**config.mk**
```make
export PLATFORM = sky130hd
export DESIGN_NAME = itable_xpt_sequencer
export DESIGN_NICKNAME = d
export VERILOG_FILES = /design/src/rtl/itable_xpt_sequencer.sv
export SDC_FILE = /design/constraint.sdc
export NUM_CORES = 1
export LEC_CHECK = 0
export CAP_MARGIN = 40
export CORE_AREA = 4 4 58 60
export CTS_CLUSTER_DIAMETER = 50
export DETAILED_ROUTE_END_ITERATION = 6
export DIE_AREA = 0 0 62 64
export PLACE_DENSITY = 0.7
export SKIP_CTS_REPAIR_TIMING = 1
export SLEW_MARGIN = 20
export SYNTH_ARGS = -nofsm -noshare
export SYNTH_HDL_FRONTEND = slang
export SYNTH_SLANG_ARGS = --single-unit
```
**constraint.sdc**
```tcl
create_clock -name CLK -period 1.3 [get_ports CLK]
set_input_delay 0.26 -clock CLK [delete_from_list [all_inputs] [get_ports CLK]]
set_output_delay 0.26 -clock CLK [all_outputs]
set_load 0.005 [all_outputs]
```
**src/rtl/itable_xpt_sequencer.sv**
```systemverilog
// Opcode capture (ITABLE) and execution-step counter (XPT) feeding the instruction decoder.
// Every output, including the complements, comes straight from a flop.
//
//   state    | meaning
//   ---------+--------------------------------------------------------
//   ST_FETCH | waiting for an M1 opcode; CM1 high, decoder disabled
//   ST_EXEC  | opcode latched; XPT steps, decoder enabled
module itable_xpt_sequencer #(
    parameter int unsigned XPT_MAX      = 15,
    parameter logic [7:0]  CLEAR_OPCODE = 8'h00
) (
    input  logic       CLK,
    input  logic       notRESET,
    input  logic [7:0] DataIn,
    input  logic       OpcodeValid,
    input  logic       Step,
    input  logic       notWAIT,
    input  logic       P2_Set_CM1,
    input  logic       P2_Reset_ITABLE,
    input  logic       PR_Reset_XPT,
    output logic [7:0] ITABLE,
    output logic [7:0] notITABLE,
    output logic [3:0] XPT,
    output logic [3:0] notXPT,
    output logic       enable,
    output logic       CM1,
    output logic       XPT_Saturated
);

    typedef enum logic {
        ST_FETCH = 1'b0,
        ST_EXEC  = 1'b1
    } state_t;

    localparam logic [3:0] XPT_TOP = 4'(XPT_MAX);

    state_t     state_q, state_d;
    logic [7:0] itable_q, itable_d;
    logic [7:0] nitable_q, nitable_d;
    logic [3:0] xpt_q, xpt_d;
    logic [3:0] nxpt_q, nxpt_d;
    logic       enable_q, enable_d;
    logic       cm1_q, cm1_d;
    logic       sat_q, sat_d;

    always_ff @(posedge CLK) begin
        if (!notRESET) begin
            state_q   <= ST_FETCH;
            itable_q  <= CLEAR_OPCODE;
            nitable_q <= ~CLEAR_OPCODE;
            xpt_q     <= 4'h0;
            nxpt_q    <= 4'hF;
            enable_q  <= 1'b0;
            cm1_q     <= 1'b1;
            sat_q     <= 1'b0;
        end else begin
            state_q   <= state_d;
            itable_q  <= itable_d;
            nitable_q <= nitable_d;
            xpt_q     <= xpt_d;
            nxpt_q    <= nxpt_d;
            enable_q  <= enable_d;
            cm1_q     <= cm1_d;
            sat_q     <= sat_d;
        end
    end

    always_comb begin
        state_d  = state_q;
        itable_d = itable_q;
        xpt_d    = xpt_q;
        sat_d    = sat_q;

        if (notWAIT) begin
            case (state_q)
                ST_FETCH: begin
                    if (OpcodeValid) begin
                        itable_d = DataIn;
                        xpt_d    = 4'h0;
                        sat_d    = 1'b0;
                        state_d  = ST_EXEC;
                    end
                end
                ST_EXEC: begin
                    if (P2_Set_CM1) begin
                        state_d = ST_FETCH;
                        xpt_d   = 4'h0;
                    end else if (PR_Reset_XPT) begin
                        xpt_d = 4'h0;
                    end else if (Step) begin
                        // Saturate rather than wrap; the flag records the lost step.
                        if (xpt_q < XPT_TOP) xpt_d = xpt_q + 4'h1;
                        else                 sat_d = 1'b1;
                    end
                    if (P2_Reset_ITABLE) itable_d = CLEAR_OPCODE;
                end
                default: state_d = ST_FETCH;
            endcase
        end

        nitable_d = ~itable_d;
        nxpt_d    = ~xpt_d;
        enable_d  = (state_d == ST_EXEC);
        cm1_d     = (state_d == ST_FETCH);
    end

    assign ITABLE        = itable_q;
    assign notITABLE     = nitable_q;
    assign XPT           = xpt_q;
    assign notXPT        = nxpt_q;
    assign enable        = enable_q;
    assign CM1           = cm1_q;
    assign XPT_Saturated = sat_q;

endmodule

```
==> results.toml <==
[status]
status = "finished, violations left"
violations = "setup timing"

[drt]
route.vias.total = 947
final_antenna_net_count = 0
drt_iter0_markers = 17
viasPerCell = 4.856
drc = 0
routed_wirelength_um = 2636
wl_per_cell_um = 13.52
drt_pass1_iterations = 4

[timing]
final-hold-violation-count = 0
fmax_ghz = 0.6907
fin_worst_skew_ps = 11.36
grt_setup_unrepaired = "true"
setup_ws_ps = -147.7
finalCriticalPeriod_ps = 1448
hold_ws_ps = 446.1
setup_viol = 5
relSlewSlack_pct = 76.18
finalMaxSlewViolations = 0
tns_ps = -353.3
worst_pin_slew_ps = 353.5
finalCritPeriodShare_pct = 111.4

[synth]
yosysSeqAreaShare_pct = 53.27
synth_cell_types = 35
ys_seq_elements = 27
async_flop_share_pct = 0
synth_area_per_cell_um2 = 10.35
yosys_warnings = 0
synthTopCellsByArea = "dfxtp_1 53%, mux2i_1 7.9%, or2_1 4.9%"
synth_edf_count = 0
yosysTopAreaCell = "dfxtp_1"
syn_nets = 115
netlist.area_leader.share_pct = 53.27
syn_inst = 98
synthFlopType = "dfxtp_1"
syn-cell-area_um2 = 1015

[place]
dp.cells = 186
io_buffers = 42
gp_congestion = 0.8160
place_hpwl_um = 1941

[finish]
fin_nets = 180
multi_input_area_um2 = 511.7
drive_gt1_share_pct = 36.42
layout_common_cells = "28 x dlymetal6s2s_1, 19 x dfxtp_2, 18 x buf_4, 14 x clkdlybuf4s50_1, 10 x nor2_1"
area_growth_pct = 81.75
instances_no_fill = 195
antenna_cells = 0
nFillCells = 232
final-seq-area_um2 = 571.8
final_common_cell = "dlymetal6s2s_1"

[die]
start_util_pct = 34.66
die_w_um = 62
coreArea_um2 = 2928
die_y_um = 64
ios = 43
dieArea_um2 = 3968
rows = 20

[setup_path]
critPathRequiredTime_ps = 1530
crit_path_end = "notXPT[1]"
worstPathMaxFanout = 2
r2r_slack_ps = -150
r2r-end = "notXPT[1]"
worstSetupStartpointType = "flip-flop"
ff2ff_path_depth = 5
cp-end-kind = "flip-flop"
arrival_ps = 1680
path_class = "reg -> reg"

[global_route]
grt_overflow = 0
met1_usage_pct = 15.57
grt_max_degree = 17
antenna_found_initial = 0
gr-max-usage-layer = "met2"
use_met3_pct = 1.818
grt_use_total_pct = 13.07
grt_util_met2_pct = 22.02
grt_pass1_vias = 922
grt_first_pass_wirelength_um = 3912

[clock_network]
clockBufferDepth = 2
clockRootBuffer = "clkbuf_4"
clk_pin_slew_ps = 140
htree_levels = 1
cts_tree = "yes"
numClockSinks = 27
clock_latency_ps = 330
cts_buffers = 3

[power_and_ir_drop]
power_mw = 1.467
leakagePower_nw = 0.9787
powerDensity_nw_per_um2 = 795.5
vdd_ir_drop_max_mv = 0.5765

[flow_run]
cap_violations = 0

[worst_hold_path]
hold_class = "in -> reg"
## layout make-up
cell class | instances | share of cell area, %
tap | 33 | 2.239
sequential | 27 | 31.00
inverter | 3 | 0.6106
clock inverter | 1 | 0.3392
timing repair buffer | 64 | 36.84
clock buffer | 3 | 1.221
multi-input combinational | 64 | 27.75
## metal layers
layer / share of wire, % / vias up / wire, um
li1: - / 480 / -
met2: 52 / 27 / 1365
met1: 43 / 436 / 1125
met5: 0 / - / 0
met4: 1.4 / 0 / 38
met3: 4.1 / 4 / 107
## worst min-delay path by stage
stage / slack [ps] / depth (start not counted) / startpoint / endpoint
detailed placement: 500 / 2 / ITABLE[0] / ITABLE[0]
global route: 470 / 4 / notWAIT / flip-flop
floorplan: 400 / 2 / notRESET / XPT_Saturated
CTS: 530 / 3 / DataIn[7] / ITABLE[7]
global placement: 490 / 2 / ITABLE[4] / ITABLE[4]
finish: 450 / 4 / notWAIT / CM1
## cell families (layout without fill, tap and decap cells)
kind of cell	count (synthesis)	in the layout	synth area share, %
simple gates	34	34	19.36
flops	27	27	53.27
buf+inv	7	71	3.083
fa+ha+maj	1	1	1.233
mux	8	8	7.892
compound gates	21	21	15.17
## synthesized netlist by cell type (2+ instances only)
cell / count
and3_1: 2
a21oi_1: 2
o21a_1: 3
o21ai_0: 3
dfxtp_1: 27
nand2_1: 4
or2_1: 8
mux2i_1: 8
inv_1: 3
nor3_1: 2
nor2_1: 10
clkbuf_1: 2
o22ai_1: 2
## power breakdown
group | total (mW) | switching, mW | internal, mW | leakage [nW]
logic | 0.225 | 0.0844 | 0.140 | 0.737
clock network | 0.373 | 0.253 | 0.120 | 0.0183
registers | 0.869 | 0.0127 | 0.856 | 0.223
## metrics by stage
| step | cell area [um^2] | util [%] | setup WS [ps] |
|---|---|---|---|
| final | 1844 | 62.99 | -147.7 |
| after CTS | 1647 | 56.24 | -383.3 |
| after detailed placement | 1618 | 55.26 | -435.9 |
| after floorplan | 1036 | - | -57.47 |
| after global routing | 1844 | 62.99 | -183.0 |
| after global placement | 1618 | 55.26 | -381.7 |
## worst max-delay path: stages, from the launching register on
cell and delay (ps):
dfxtp_4 370, buf_6 110, ha_4 150, and3_4 150, or3_4 360, o22a_1 210
(Power assumes the default switching activity.)
